==> src/rtl/z_core_lsu_axil.sv <==
// AXI4-Lite master load/store unit for the Z-Core multicycle control unit (fetch + data).
// Optional watchdog: define Z_CORE_LSU_TIMEOUT_EN to abort stalled transactions after TIMEOUT_CYCLES.
module z_core_lsu_axil #(
  parameter int ADDR_WIDTH     = 32,
  parameter int DATA_WIDTH     = 32,
  parameter int STRB_WIDTH     = DATA_WIDTH / 8,
  parameter int TIMEOUT_CYCLES = 255
) (
  input  logic                  clk,
  input  logic                  rstn,
  input  logic                  req_valid,
  output logic                  req_ready,
  input  logic                  req_we,
  input  logic                  req_instr,
  input  logic [1:0]            req_size,
  input  logic                  req_unsigned,
  input  logic [ADDR_WIDTH-1:0] req_addr,
  input  logic [DATA_WIDTH-1:0] req_wdata,
  output logic                  resp_valid,
  output logic [DATA_WIDTH-1:0] resp_rdata,
  output logic                  resp_err,
  output logic [ADDR_WIDTH-1:0] m_axil_awaddr,
  output logic [2:0]            m_axil_awprot,
  output logic                  m_axil_awvalid,
  input  logic                  m_axil_awready,
  output logic [DATA_WIDTH-1:0] m_axil_wdata,
  output logic [STRB_WIDTH-1:0] m_axil_wstrb,
  output logic                  m_axil_wvalid,
  input  logic                  m_axil_wready,
  input  logic [1:0]            m_axil_bresp,
  input  logic                  m_axil_bvalid,
  output logic                  m_axil_bready,
  output logic [ADDR_WIDTH-1:0] m_axil_araddr,
  output logic [2:0]            m_axil_arprot,
  output logic                  m_axil_arvalid,
  input  logic                  m_axil_arready,
  input  logic [DATA_WIDTH-1:0] m_axil_rdata,
  input  logic [1:0]            m_axil_rresp,
  input  logic                  m_axil_rvalid,
  output logic                  m_axil_rready
);

  localparam int OFF_W = $clog2(STRB_WIDTH);

  typedef enum logic [2:0] {IDLE, AR, R, AW_W, B, RESP} state_e;

  function automatic logic is_misaligned(input logic [1:0] size, input logic [OFF_W-1:0] off);
    case (size)
      2'd0:    return 1'b0;
      2'd1:    return off[0];
      2'd2:    return off[1:0] != 2'b00;
      default: return off != '0;
    endcase
  endfunction

  function automatic logic [STRB_WIDTH-1:0] strb_for(input logic [1:0] size, input logic [OFF_W-1:0] off);
    logic [STRB_WIDTH-1:0] base;
    case (size)
      2'd0:    base = STRB_WIDTH'(1);
      2'd1:    base = STRB_WIDTH'(3);
      2'd2:    base = STRB_WIDTH'(15);
      default: base = STRB_WIDTH'(255);
    endcase
    return base << off;
  endfunction

  // Left-justify the field then shift back down, arithmetic for signed loads.
  function automatic logic [DATA_WIDTH-1:0] load_extend(input logic [DATA_WIDTH-1:0] d,
                                                        input logic [1:0] size, input logic uns);
    logic signed [DATA_WIDTH-1:0] t;
    int sh;
    sh = DATA_WIDTH - (8 << size);
    if (sh <= 0) return d;
    t = d << sh;
    if (uns) return $unsigned(t) >> sh;
    return $unsigned(t >>> sh);
  endfunction

  state_e                state_q, state_d;
  logic                  req_ready_q, req_ready_d;
  logic [1:0]            size_q, size_d;
  logic                  uns_q, uns_d;
  logic [OFF_W-1:0]      off_q, off_d;
  logic [ADDR_WIDTH-1:0] araddr_q, araddr_d, awaddr_q, awaddr_d;
  logic [2:0]            arprot_q, arprot_d, awprot_q, awprot_d;
  logic                  arvalid_q, arvalid_d, rready_q, rready_d;
  logic                  awvalid_q, awvalid_d, wvalid_q, wvalid_d, bready_q, bready_d;
  logic [DATA_WIDTH-1:0] wdata_q, wdata_d;
  logic [STRB_WIDTH-1:0] wstrb_q, wstrb_d;
  logic                  resp_valid_q, resp_valid_d, resp_err_q, resp_err_d;
  logic [DATA_WIDTH-1:0] resp_rdata_q, resp_rdata_d;
  logic [ADDR_WIDTH-1:0] aligned_addr;
  logic                  req_bad;
  logic                  unused_resp;

`ifdef Z_CORE_LSU_TIMEOUT_EN
  localparam int TMO_W = $clog2(TIMEOUT_CYCLES + 1);
  logic [TMO_W-1:0] tmo_cnt_q, tmo_cnt_d;
`else
  localparam int unused_tmo = TIMEOUT_CYCLES;
`endif

  assign aligned_addr = {req_addr[ADDR_WIDTH-1:OFF_W], {OFF_W{1'b0}}};
  assign req_bad      = is_misaligned(req_size, req_addr[OFF_W-1:0]) ||
                        ((req_size == 2'd3) && (DATA_WIDTH == 32));
  assign unused_resp  = m_axil_rresp[0] ^ m_axil_bresp[0];

  always_comb begin
    state_d      = state_q;
    size_d       = size_q;
    uns_d        = uns_q;
    off_d        = off_q;
    araddr_d     = araddr_q;
    arprot_d     = arprot_q;
    arvalid_d    = arvalid_q;
    rready_d     = rready_q;
    awaddr_d     = awaddr_q;
    awprot_d     = awprot_q;
    awvalid_d    = awvalid_q;
    wvalid_d     = wvalid_q;
    wdata_d      = wdata_q;
    wstrb_d      = wstrb_q;
    bready_d     = bready_q;
    resp_valid_d = 1'b0;
    resp_err_d   = resp_err_q;
    resp_rdata_d = resp_rdata_q;
`ifdef Z_CORE_LSU_TIMEOUT_EN
    tmo_cnt_d    = tmo_cnt_q;
`endif
    case (state_q)
      IDLE: begin
        if (req_ready_q && req_valid) begin
          size_d = req_size;
          uns_d  = req_unsigned;
          off_d  = req_addr[OFF_W-1:0];
`ifdef Z_CORE_LSU_TIMEOUT_EN
          tmo_cnt_d = '0;
`endif
          if (req_bad) begin
            state_d      = RESP;
            resp_valid_d = 1'b1;
            resp_err_d   = 1'b1;
            resp_rdata_d = '0;
          end else if (req_we) begin
            state_d   = AW_W;
            awaddr_d  = aligned_addr;
            awprot_d  = {req_instr, 2'b00};
            awvalid_d = 1'b1;
            wvalid_d  = 1'b1;
            wdata_d   = req_wdata << {req_addr[OFF_W-1:0], 3'b000};
            wstrb_d   = strb_for(req_size, req_addr[OFF_W-1:0]);
          end else begin
            state_d   = AR;
            araddr_d  = aligned_addr;
            arprot_d  = {req_instr, 2'b00};
            arvalid_d = 1'b1;
          end
        end
      end
      AR: begin
        if (m_axil_arready) begin
          arvalid_d = 1'b0;
          rready_d  = 1'b1;
          state_d   = R;
        end
      end
      R: begin
        if (m_axil_rvalid) begin
          rready_d     = 1'b0;
          resp_valid_d = 1'b1;
          resp_err_d   = m_axil_rresp[1];
          resp_rdata_d = m_axil_rresp[1] ? '0 :
                         load_extend(m_axil_rdata >> {off_q, 3'b000}, size_q, uns_q);
          state_d      = RESP;
        end
      end
      AW_W: begin
        // Address and data channels retire independently; move on once both are done.
        if (m_axil_awready) awvalid_d = 1'b0;
        if (m_axil_wready)  wvalid_d  = 1'b0;
        if ((!awvalid_q || m_axil_awready) && (!wvalid_q || m_axil_wready)) begin
          bready_d = 1'b1;
          state_d  = B;
        end
      end
      B: begin
        if (m_axil_bvalid) begin
          bready_d     = 1'b0;
          resp_valid_d = 1'b1;
          resp_err_d   = m_axil_bresp[1];
          resp_rdata_d = '0;
          state_d      = RESP;
        end
      end
      default: state_d = IDLE;
    endcase
`ifdef Z_CORE_LSU_TIMEOUT_EN
    if (state_q == AR || state_q == R || state_q == AW_W || state_q == B) begin
      if (tmo_cnt_q == TMO_W'(TIMEOUT_CYCLES - 1)) begin
        state_d      = RESP;
        arvalid_d    = 1'b0;
        rready_d     = 1'b0;
        awvalid_d    = 1'b0;
        wvalid_d     = 1'b0;
        bready_d     = 1'b0;
        resp_valid_d = 1'b1;
        resp_err_d   = 1'b1;
        resp_rdata_d = '0;
      end else begin
        tmo_cnt_d = tmo_cnt_q + 1'b1;
      end
    end
`endif
    req_ready_d = (state_d == IDLE);
  end

  always_ff @(posedge clk or negedge rstn) begin
    if (!rstn) begin
      state_q      <= IDLE;
      req_ready_q  <= 1'b0;
      size_q       <= '0;
      uns_q        <= 1'b0;
      off_q        <= '0;
      araddr_q     <= '0;
      arprot_q     <= '0;
      arvalid_q    <= 1'b0;
      rready_q     <= 1'b0;
      awaddr_q     <= '0;
      awprot_q     <= '0;
      awvalid_q    <= 1'b0;
      wvalid_q     <= 1'b0;
      wdata_q      <= '0;
      wstrb_q      <= '0;
      bready_q     <= 1'b0;
      resp_valid_q <= 1'b0;
      resp_err_q   <= 1'b0;
      resp_rdata_q <= '0;
`ifdef Z_CORE_LSU_TIMEOUT_EN
      tmo_cnt_q    <= '0;
`endif
    end else begin
      state_q      <= state_d;
      req_ready_q  <= req_ready_d;
      size_q       <= size_d;
      uns_q        <= uns_d;
      off_q        <= off_d;
      araddr_q     <= araddr_d;
      arprot_q     <= arprot_d;
      arvalid_q    <= arvalid_d;
      rready_q     <= rready_d;
      awaddr_q     <= awaddr_d;
      awprot_q     <= awprot_d;
      awvalid_q    <= awvalid_d;
      wvalid_q     <= wvalid_d;
      wdata_q      <= wdata_d;
      wstrb_q      <= wstrb_d;
      bready_q     <= bready_d;
      resp_valid_q <= resp_valid_d;
      resp_err_q   <= resp_err_d;
      resp_rdata_q <= resp_rdata_d;
`ifdef Z_CORE_LSU_TIMEOUT_EN
      tmo_cnt_q    <= tmo_cnt_d;
`endif
    end
  end

  assign req_ready      = req_ready_q;
  assign resp_valid     = resp_valid_q;
  assign resp_rdata     = resp_rdata_q;
  assign resp_err       = resp_err_q;
  assign m_axil_awaddr  = awaddr_q;
  assign m_axil_awprot  = awprot_q;
  assign m_axil_awvalid = awvalid_q;
  assign m_axil_wdata   = wdata_q;
  assign m_axil_wstrb   = wstrb_q;
  assign m_axil_wvalid  = wvalid_q;
  assign m_axil_bready  = bready_q;
  assign m_axil_araddr  = araddr_q;
  assign m_axil_arprot  = arprot_q;
  assign m_axil_arvalid = arvalid_q;
  assign m_axil_rready  = rready_q;

endmodule

==> config.mk <==
export PLATFORM = sky130hd
export DESIGN_NAME = z_core_lsu_axil
export DESIGN_NICKNAME = d
export VERILOG_FILES = /design/src/rtl/z_core_lsu_axil.sv
export SDC_FILE = /design/constraint.sdc
export NUM_CORES = 1
export LEC_CHECK = 0
export ABC_AREA = 1
export BUFFER_PORTS_ARGS = -buffer_cell sky130_fd_sc_hd__buf_2
export CAP_MARGIN = 40
export CORE_UTILIZATION = 45
export DETAILED_ROUTE_END_ITERATION = 8
export MAX_ROUTING_LAYER = met4
export PLACE_DENSITY = 0.77
export SYNTH_ARGS = -nofsm -noshare
export SYNTH_HDL_FRONTEND = slang
export SYNTH_SLANG_ARGS = --single-unit
==> constraint.sdc <==
create_clock -name clk -period 2.35 [get_ports clk]
set_input_delay 0 -clock clk [delete_from_list [all_inputs] [get_ports clk]]
set_output_delay 0 -clock clk [all_outputs]
set_load 0.01 [all_outputs]
==> results.json, run 1 <==
{
  "wl_per_cell_um": 15.0,
  "criticalPathCategory": "reg -> reg",
  "whs_path_depth": 5,
  "cp_max_fo": 13,
  "layout_min_cycle_time_ns": 2.01,
  "synthToLayoutAreaGrowth_pct": 42.2,
  "grt_max_degree": 66,
  "synth_edf_count": 0,
  "synthArstFlopShare_pct": 100,
  "power_switching_uw": 4260,
  "path_clk_slew_ns": 0.06,
  "grt_pass1_wl_um": 33300,
  "synth_seq_area_share_pct": 54.2,
  "slew_violations": 0,
  "layout-drive-gt1-share_pct": 25.9,
  "gr-usage-all-layers_pct": 28.1,
  "ys_seq_elements": 146,
  "dpl.hpwl_um": 13500,
  "root_buffer": "clkbuf_16",
  "final_core_util_pct": 65.7,
  "hold_viol": 0,
  "power.share.switching_pct": 38.3,
  "cts_tree": "built",
  "p_int_uw": 6860,
  "clk_latency_ns": 0.42,
  "cp-end-kind": "flip-flop",
  "syn_inst": 848,
  "rsz0062_at_grt": "no",
  "worstSetupStartpointType": "flip-flop",
  "viasPerCell": 5.11,
  "crit_required_ns": 2.68,
  "worstPathArrival_ns": 2.34,
  "cts.sinks": 146,
  "skew_ns": 0.00818,
  "maxCapViolCount": 0,
  "wirelength_um": 20500,
  "setup_tns_ns": 0,
  "ios": 259,
  "drc_errors": 0,
  "synth.area.top_cells": "dfrtp_1 (54%), nand2_1 (17%), o21ai_0 (7.7%), inv_1 (4.1%), o21ai_1 (2.7%)",
  "clockBufferDepth": 2,
  "holdWs_ns": 0.0140,
  "setup_viol": 0,
  "grt.overflow.total": 0,
  "placementRows": 44,
  "syn_area_um2": 6740,
  "h-tree-depth": 4,
  "synth_flop_cell": "dfrtp_1",
  "ys_top_cells_by_count": "nand2_1 (308), dfrtp_1 (146), o21ai_0 (104)",
  "grt_pass1_vias": 6772,
  "synth_top_area_share_pct": 54.2,
  "port-buffer-count": 248,
  "gp_congestion": 0.887,
  "vias": 6978,
  "fmax_ghz": 0.498,
  "nets": 1282,
  "finalPower_uw": 11100,
  "yosysWarnings": 0,
  "final_antenna_net_count": 0,
  "syn_area_per_cell_um2": 7.95,
  "p_clk_share_pct": 25.3,
  "dieArea_um2": 15500,
  "p_leak_uw": 0.00538,
  "synth_most_common_cell": "nand2_1",
  "cts_buffers": 17,
  "vdd_drop_max_uv": 579,
  "drt_iter0_markers": 439,
  "yosysTopAreaCell": "dfrtp_1",
  "die_x_um": 124,
  "start_util_pct": 46.2,
  "antenna_found_initial": 1,
  "status": "complete, no violations",
  "first_pass_iters": 7,
  "p_comb_share_pct": 38.6,
  "fin_crit_sh_pct": 85.5,
  "core-area_um2": 14600,
  "cts-resized-gates": 0,
  "rr_worst_depth": 8,
  "tightest_slew_ns": 0.674,
  "p_seq_share_pct": 36.1,
  "hp-class": "in -> reg",
  "p_per_area_nw_per_um2": 1160,
  "dieHeight_um": 124,
  "yosysUniqueCellTypes": 33,
  "worst_slew_margin_rel_pct": 55.0
}
stage by stage:
stage	cells	setup WS, ns	cell area, µm²
6_report	1366	0.341	9580
5_1_grt	1366	0.166	9580
4_1_cts	1365	0.391	9580
3_5_place_dp	1250	0.371	8130
3_3_place_gp	1250	0.483	8130
2_1_floorplan	855	0.749	6770
worst max-delay path, cell delays in order, from the launching register on:
cell,delay (ns)
dfrtp_1,0.43
nor2_2,0.19
nand2_1,0.10
nor2_2,0.12
inv_2,0.07
nor3_4,0.15
buf_4,0.23
nand3_1,0.32
o21ai_0,0.30
timing repair:
action	in CTS	in global routing
hold endpoints to repair	176	0
setup buffers	0	0
hold buffers	84	0
logic make-up after synthesis:
logic type	synth area share [%]
flip-flops	54.2
AND/OR/NAND/NOR	23.3
XOR/XNOR	0.130
AO/OA/AOI/OAI	14.0
other	0.0556
buffers and inverters	8.28
sequential cells by signal, summed over array words and instances, names as in the netlist, 2 cells and up:
register	count
m_axil_wdata	32
m_axil_awaddr	30
m_axil_wstrb	4
off_q	2
m_axil_araddr	30
state_q	3
size_q	2
resp_rdata	32
power groups by stage:
| stage | Clock [µW] | Combinational [µW] | Sequential [µW] |
|---|---|---|---|
| finish | 2820 | 4290 | 4010 |
| CTS | 2860 | 4240 | 3990 |
| floorplan | 0 | 1930 | 4430 |
| detailed placement | 0 | 4060 | 3990 |
| global placement | 0 | 3950 | 3990 |
| global route | 2970 | 4760 | 4120 |
cell usage in the layout (no fill, tap or decap), types with 8 or more instances in the layout:
cell,count
nand2_1,308
buf_4,15
nand3_1,35
nor2_1,38
dlygate4sd3_1,84
a21oi_1,10
conb_1,8
o21ai_1,36
o211ai_1,9
clkbuf_16,17
inv_1,74
dfrtp_1,146
buf_2,247
o21ai_0,104
layout make-up:
class	count	area, µm²
clock inverters	13	174
repair buffers	349	2240
flip-flops and latches	146	3650
inverters	77	289
diodes	1	2.50
multi-input cells	578	2550
well taps	184	230
clock buffers	18	439
fillers	1155	5010
final timing paths:
path | to | slack [ns] | startpoint
setup / recovery | m_axil_wdata[4] | 0.34 | state_q[0]
hold / removal | resp_rdata[6] | 0.01 | m_axil_rdata[6]
setup reg to reg | m_axil_wdata[4] | 0.34 | state_q[0]
hold reg to reg | m_axil_wdata[24] | 0.47 | m_axil_wdata[24]
max in group asynchronous | m_axil_araddr[22] | 1.49 | rstn
min in group asynchronous | resp_rdata[18] | 0.13 | rstn
per-layer routing:
layer  global-route usage, %  share of wire, %  vias to the layer above
li1                        -                 -                     3351
met1                    33.7                40                     3192
met2                    44.4                48                      375
met3                    5.93               8.0                       60
met4                    14.8               3.6                        0
met5                       -                 0                        -
(Power assumes the default switching activity.)
==> run 2: changes to the inputs <==
MAX_ROUTING_LAYER = not set   (was met4)
PLACE_DENSITY = 0.74   (was 0.77)
==> run 2 against run 1 <==
Effect of this change:
- sequential share of layout area rose by 0.51 points
- first-iteration DRC count grew 22%
- combinational power is 3% lower
- power is 1.8% lower
- cell count fell by 0.95%
- via count is 1.8% lower
- clock skew about the same
- die area did not move
- routed wire length fell by 1.4%
- flip-flop and latch count unchanged
- clock-buffer cell count up 1
- non-clock buffer count decreased by 11
- critical endpoint is now m_axil_wdata[2]
- largest cell class unchanged
==> results.json, run 2 (synthesized netlist as in run 1, its figures left out) <==
{
  "status": "complete, no violations",
  "rsz0062_at_grt": "no",
  "gp_congestion": 0.886,
  "viasPerCell": 5.06,
  "layout-drive-gt1-share_pct": 25.9,
  "crit_required_ns": 2.66,
  "cpPeakStageDelay_ns": 0.44,
  "antenna_found_initial": 0,
  "cp-end-kind": "flip-flop",
  "p_leak_uw": 0.00532,
  "finalPower_uw": 10900,
  "setup_tns_ns": 0,
  "synthToLayoutAreaGrowth_pct": 40.3,
  "nets": 1271,
  "grt.overflow.total": 0,
  "crit_family": "simple AND/OR/NAND/NOR gates",
  "met2_usage_pct": 44.9,
  "p_per_area_nw_per_um2": 1150,
  "dp_cells": 1249,
  "setup_ws_ns": 0.307,
  "grt_busiest_layer": "met2",
  "rr_worst_depth": 8,
  "root_buffer": "clkbuf_16",
  "use_met1_pct": 31.1,
  "pre_cts_ws_ns": 0.320,
  "ios": 259,
  "criticalPathCategory": "reg -> reg",
  "gr-usage-all-layers_pct": 26.5,
  "reg2reg_slack_ns": 0.31,
  "cp_num_buf_inv": 2,
  "maxCapViolCount": 0,
  "drc_errors": 0,
  "die_x_um": 124,
  "hold_viol": 0,
  "start_util_pct": 46.2,
  "tightest_slew_ns": 0.691,
  "cts_buffers": 17,
  "grt_pass1_vias": 6832,
  "fmax_ghz": 0.489,
  "critical_path.cell_chain": "nor2_2 -> nand2_1 -> nor2_2 -> inv_2 -> nor3_4 -> buf_4 -> nand3_1 -> o21ai_0",
  "setup_viol": 0,
  "cp-endpoint": "m_axil_wdata[2]",
  "first_pass_iters": 5,
  "placementRows": 44,
  "hp-class": "in -> reg",
  "cp.depth": 8,
  "drt_iter0_markers": 535,
  "slew_violations": 0,
  "r2r_end": "m_axil_wdata[2]",
  "grt_max_degree": 109,
  "r2r-start": "state_q[0]",
  "wl_per_cell_um": 14.9,
  "layout_min_cycle_time_ns": 2.04,
  "vias": 6851,
  "port-buffer-count": 248,
  "worst_slew_margin_rel_pct": 53.8,
  "h-tree-depth": 4,
  "vdd_drop_max_uv": 714,
  "layoutNonFillerInstCount": 1353,
  "cts-resized-gates": 0,
  "fillCellCount": 1217,
  "wirelength_um": 20200,
  "dpl.hpwl_um": 13500,
  "worstPathArrival_ns": 2.36,
  "cp_max_fo": 9,
  "skew_ns": 0.00828,
  "use_met3_pct": 6.92,
  "path_clk_slew_ns": 0.06,
  "fin_crit_sh_pct": 86.9,
  "crit_top_cell": "nor2_2",
  "clockBufferDepth": 2,
  "cts_tree": "built",
  "dieHeight_um": 124,
  "mostFrequentLayoutCell": "nand2_1",
  "cts.sinks": 146,
  "final_antenna_net_count": 0,
  "worstSetupStartpointType": "flip-flop",
  "dieArea_um2": 15500,
  "clk_latency_ns": 0.41,
  "grt_pass1_wl_um": 32800,
  "final_cell_mix": "nand2_1 (308), buf_2 (247), dfrtp_1 (146)",
  "post_cts_buffers": 0,
  "crit_slowest_cell": "dfrtp_1",
  "timing.critical_path.from": "state_q[0]",
  "core-area_um2": 14600,
  "antenna_cells": 0
}
## run 2: cell types whose count changed in the layout (fill, tap and decap cells not counted)
cell | previous run | this run
dlygate4sd3_1 | 84 | 74
clkinv_4 | 5 | 2
clkinvlp_4 | 0 | 2
buf_4 | 15 | 14
clkbuf_1 | 0 | 1
diode_2 | 1 | 0
inv_6 | 4 | 3
## run 2: final cells by class
cell class / instances / area [µm²] / area share, %
clock inverter: 11 / 154 / 1.63
clock buffer: 19 / 443 / 4.68
inverter: 77 / 289 / 3.06
timing repair buffer: 338 / 2130 / 22.6
tap: 184 / 230 / 2.43
multi-input combinational: 578 / 2550 / 27.0
sequential: 146 / 3650 / 38.6
## run 2: power by group
part,switching (µW),internal [µW]
Clock,1040,1700
Combinational,2560,1610
Sequential,533,3470
## run 2: how the worst min path moves through the flow
stage / cells past startpoint / endpoint / start / slack, ns
finish: 5 / resp_rdata[28] / m_axil_rdata[28] / 0.02
global route: 5 / resp_rdata[0] / m_axil_rdata[8] / 0.03
CTS: 5 / resp_rdata[28] / m_axil_rdata[28] / 0.003
detailed placement: 1 / resp_rdata[10] / rstn / 0.003
global placement: 1 / resp_rdata[10] / rstn / -0.007
floorplan: 0 / m_axil_araddr[10] / rstn / -0.30
## run 2: tightest hold or removal path: cells and delay by family
| kind | cells | cell delay, ns |
|---|---|---|
| and+or+nand+nor | 3 | 0.21 |
| buffers and inverters | 1 | 0.12 |
| AOI/OAI and AO/OA | 1 | 0.07 |
## run 2: timing repair
item	in CTS	in global routing
setup endpoints to repair	0	0
hold buffers	74	0
hold endpoints to repair	163	0
## run 2: per-layer routing
metal	share of wire, %	vias to the layer above	routed length (µm)
met2	49	309	9930
met5	0	-	0
met1	40	3180	7980
li1	-	3309	-
met4	3.4	0	679
met3	8.0	53	1610
## run 2: through the flow
stage / cell area [µm²] / utilization [%] / hold slack, ns
detailed placement: 8120 / 55.7 / 0.00269
finish: 9460 / 64.8 / 0.0221
global placement: 8120 / 55.7 / -0.00723
floorplan: 6770 / - / -0.296
global route: 9460 / 64.8 / 0.0341
CTS: 9460 / 64.8 / 0.00303
==> run 3: changes to the inputs <==
ABC_AREA = 0   (was 1)
CAP_MARGIN = 30   (was 40)
==> run 3 against run 2 <==
Effect of this change:
- the flow now finishes with violations (design-rule violations)
- sequential power is 3% higher
- clock-buffer cell count is 2 lower
- register-to-register slack worse by 0.15 ns
- highest routed layer unchanged
- largest power group is now registers
- synthesized cell count is 23% lower
- die area is 1.4% higher
- routed wire length is 1.1% lower
- critical path depth is 3 lower
==> results.json, run 3 <==
{
  "fmax_ghz": 0.455,
  "port-buffer-count": 248,
  "syn_inst": 655,
  "viasPerCell": 5.24,
  "p_comb_share_pct": 37.6,
  "placementRows": 44,
  "mostFrequentLayoutCell": "buf_2",
  "crit_slowest_cell": "a211oi_2",
  "nets": 1093,
  "ios": 259,
  "crit_required_ns": 2.70,
  "start_util_pct": 46.5,
  "worstSetupStartpointType": "flip-flop",
  "vias": 6178,
  "cpPeakStageDelay_ns": 0.71,
  "dieHeight_um": 125,
  "r2r-start": "state_q[1]",
  "synth_edf_count": 0,
  "synthToLayoutAreaGrowth_pct": 41.0,
  "power_switching_uw": 4170,
  "criticalPathCategory": "reg -> reg",
  "grt_pass1_vias": 6184,
  "power.share.switching_pct": 38.3,
  "synthArstFlopShare_pct": 100,
  "dpl.hpwl_um": 13300,
  "wirelength_um": 20000,
  "synth_flop_cell": "dfrtp_1",
  "worst_slew_margin_rel_pct": 40.9,
  "clockBufferDepth": 2,
  "gp_congestion": 0.849,
  "first_pass_iters": 7,
  "reg2reg_slack_ns": 0.15,
  "rsz0062_at_grt": "no",
  "cts_tree": "built",
  "dieArea_um2": 15700,
  "holdPathEnd": "m_axil_wdata[15]",
  "wl_per_cell_um": 16.9,
  "status": "finished, violations left",
  "ys_seq_elements": 146,
  "hp-class": "in -> reg",
  "tightest_slew_ns": 0.886,
  "synth.area.top_cells": "dfrtp_1 (53%), nand2_1 (10%), mux2i_1 (5.0%), mux2_1 (4.9%), a22o_1 (3.1%)",
  "h-tree-depth": 4,
  "cp_max_fo": 14,
  "critical_path.cell_chain": "nor2_4 -> and4b_4 -> a21oi_4 -> a211oi_2 -> a22o_1",
  "holdWs_ns": 0.00220,
  "slew_violations": 0,
  "hold_start": "req_wdata[15]",
  "setup_tns_ns": 0,
  "cts.sinks": 146,
  "grt.overflow.total": 0,
  "maxCapViolCount": 0,
  "violations": "design-rule violations",
  "synth_seq_area_share_pct": 53.5,
  "ys_top_cells_by_count": "nand2_1 (183), dfrtp_1 (146), mux2i_1 (34)",
  "final_cell_mix": "buf_2 (247), nand2_1 (183), dfrtp_1 (146)",
  "final_antenna_net_count": 0,
  "cts_buffers": 17,
  "drc_errors": 9,
  "hold_viol": 0,
  "yosysUniqueCellTypes": 49,
  "syn_area_um2": 6830,
  "fin_crit_sh_pct": 93.5,
  "core-area_um2": 14700,
  "p_leak_uw": 0.00512,
  "yosysTopAreaCell": "dfrtp_1",
  "path_clk_slew_ns": 0.06,
  "skew_ns": 0.0140,
  "synth_most_common_cell": "nand2_1",
  "layout_min_cycle_time_ns": 2.20,
  "worstPathArrival_ns": 2.55,
  "syn_area_per_cell_um2": 10.4,
  "rr_worst_depth": 5,
  "layout-drive-gt1-share_pct": 32.8,
  "p_per_area_nw_per_um2": 1130,
  "cp-end-kind": "flip-flop",
  "drt_iter0_markers": 347,
  "grt_max_degree": 87,
  "p_seq_share_pct": 38.0,
  "root_buffer": "clkbuf_16",
  "p_int_uw": 6730,
  "clk_latency_ns": 0.43,
  "yosysWarnings": 0,
  "whs_path_depth": 3,
  "die_x_um": 125,
  "setup_viol": 0,
  "r2r_end": "resp_rdata[25]",
  "grt_pass1_wl_um": 32100,
  "antenna_found_initial": 1,
  "vdd_drop_max_uv": 606,
  "p_clk_share_pct": 24.3,
  "synth_top_area_share_pct": 53.5,
  "gr-usage-all-layers_pct": 26.1
}
-- run 3: worst max-delay path by stage --
stage / end / start / slack [ns] / cells past startpoint
after detailed placement: resp_rdata[20] / state_q[1] / 0.18 / 5
final: resp_rdata[25] / state_q[1] / 0.15 / 5
after floorplan: m_axil_araddr[10] / state_q[0] / 0.56 / 7
after global placement: resp_rdata[17] / state_q[1] / 0.24 / 5
after global routing: resp_rdata[20] / state_q[1] / 0.005 / 5
after CTS: m_axil_wdata[26] / state_q[1] / 0.09 / 6
-- run 3: kinds of logic after synthesis --
logic type | Yosys count | share of synthesized area, %
flip-flops | 146 | 53.5
buffers and inverters | 61 | 5.36
multiplexers | 78 | 12.2
AND/OR/NAND/NOR | 241 | 15.2
other | 1 | 0.0549
AO/OA/AOI/OAI | 128 | 13.7
-- run 3: repair_timing --
item | CTS | global route
buffers inserted | 0 | 0
hold buffers | 88 | 0
endpoints found under the hold margin | 185 | 0
resized for setup | 0 | 1
endpoints found under the setup margin | 0 | 1
-- run 3: through the flow --
stage	std cells	cell area (µm²)	setup slack, ns	utilization (%)	power [µW]
final	1178	9630	0.152	65.5	10900
after floorplan	662	6860	0.556	-	6540
after global routing	1178	9630	0.00470	65.5	11600
after detailed placement	1057	8170	0.179	55.5	8120
after global placement	1057	8170	0.240	55.5	7990
after CTS	1177	9630	0.0940	65.5	10900
-- run 3: power groups by stage --
stage	registers [µW]	logic, µW	clock network [µW]
floorplan	4480	2060	0
global placement	4130	3860	0
detailed placement	4160	3960	0
CTS	4130	4080	2700
global route	4280	4460	2820
finish	4150	4100	2650
-- run 3: final cells by class --
| class | instances | area [µm²] |
|---|---|---|
| clock inverter | 15 | 155 |
| inverter | 8 | 30.0 |
| clock buffer | 17 | 425 |
| multi-input combinational | 455 | 2850 |
| tap | 184 | 230 |
| sequential | 146 | 3650 |
| fill | 1126 | 5070 |
| antenna | 1 | 2.50 |
| timing repair buffer | 352 | 2290 |
-- run 3: metal layers --
metal / vias to the layer above / GRT usage [%] / wire (µm)
met5: - / 0 / 0
met4: 0 / 13.4 / 775
met3: 56 / 5.82 / 1110
met2: 252 / 43.9 / 9960
met1: 2971 / 31.5 / 8110
li1: 2899 / - / -
-- run 3: worst max-delay path: cells and delay by family, from the launching register on --
family          cells  cell delay, ns
simple gates        2            0.55
flops               1            0.51
compound gates      3            1.07
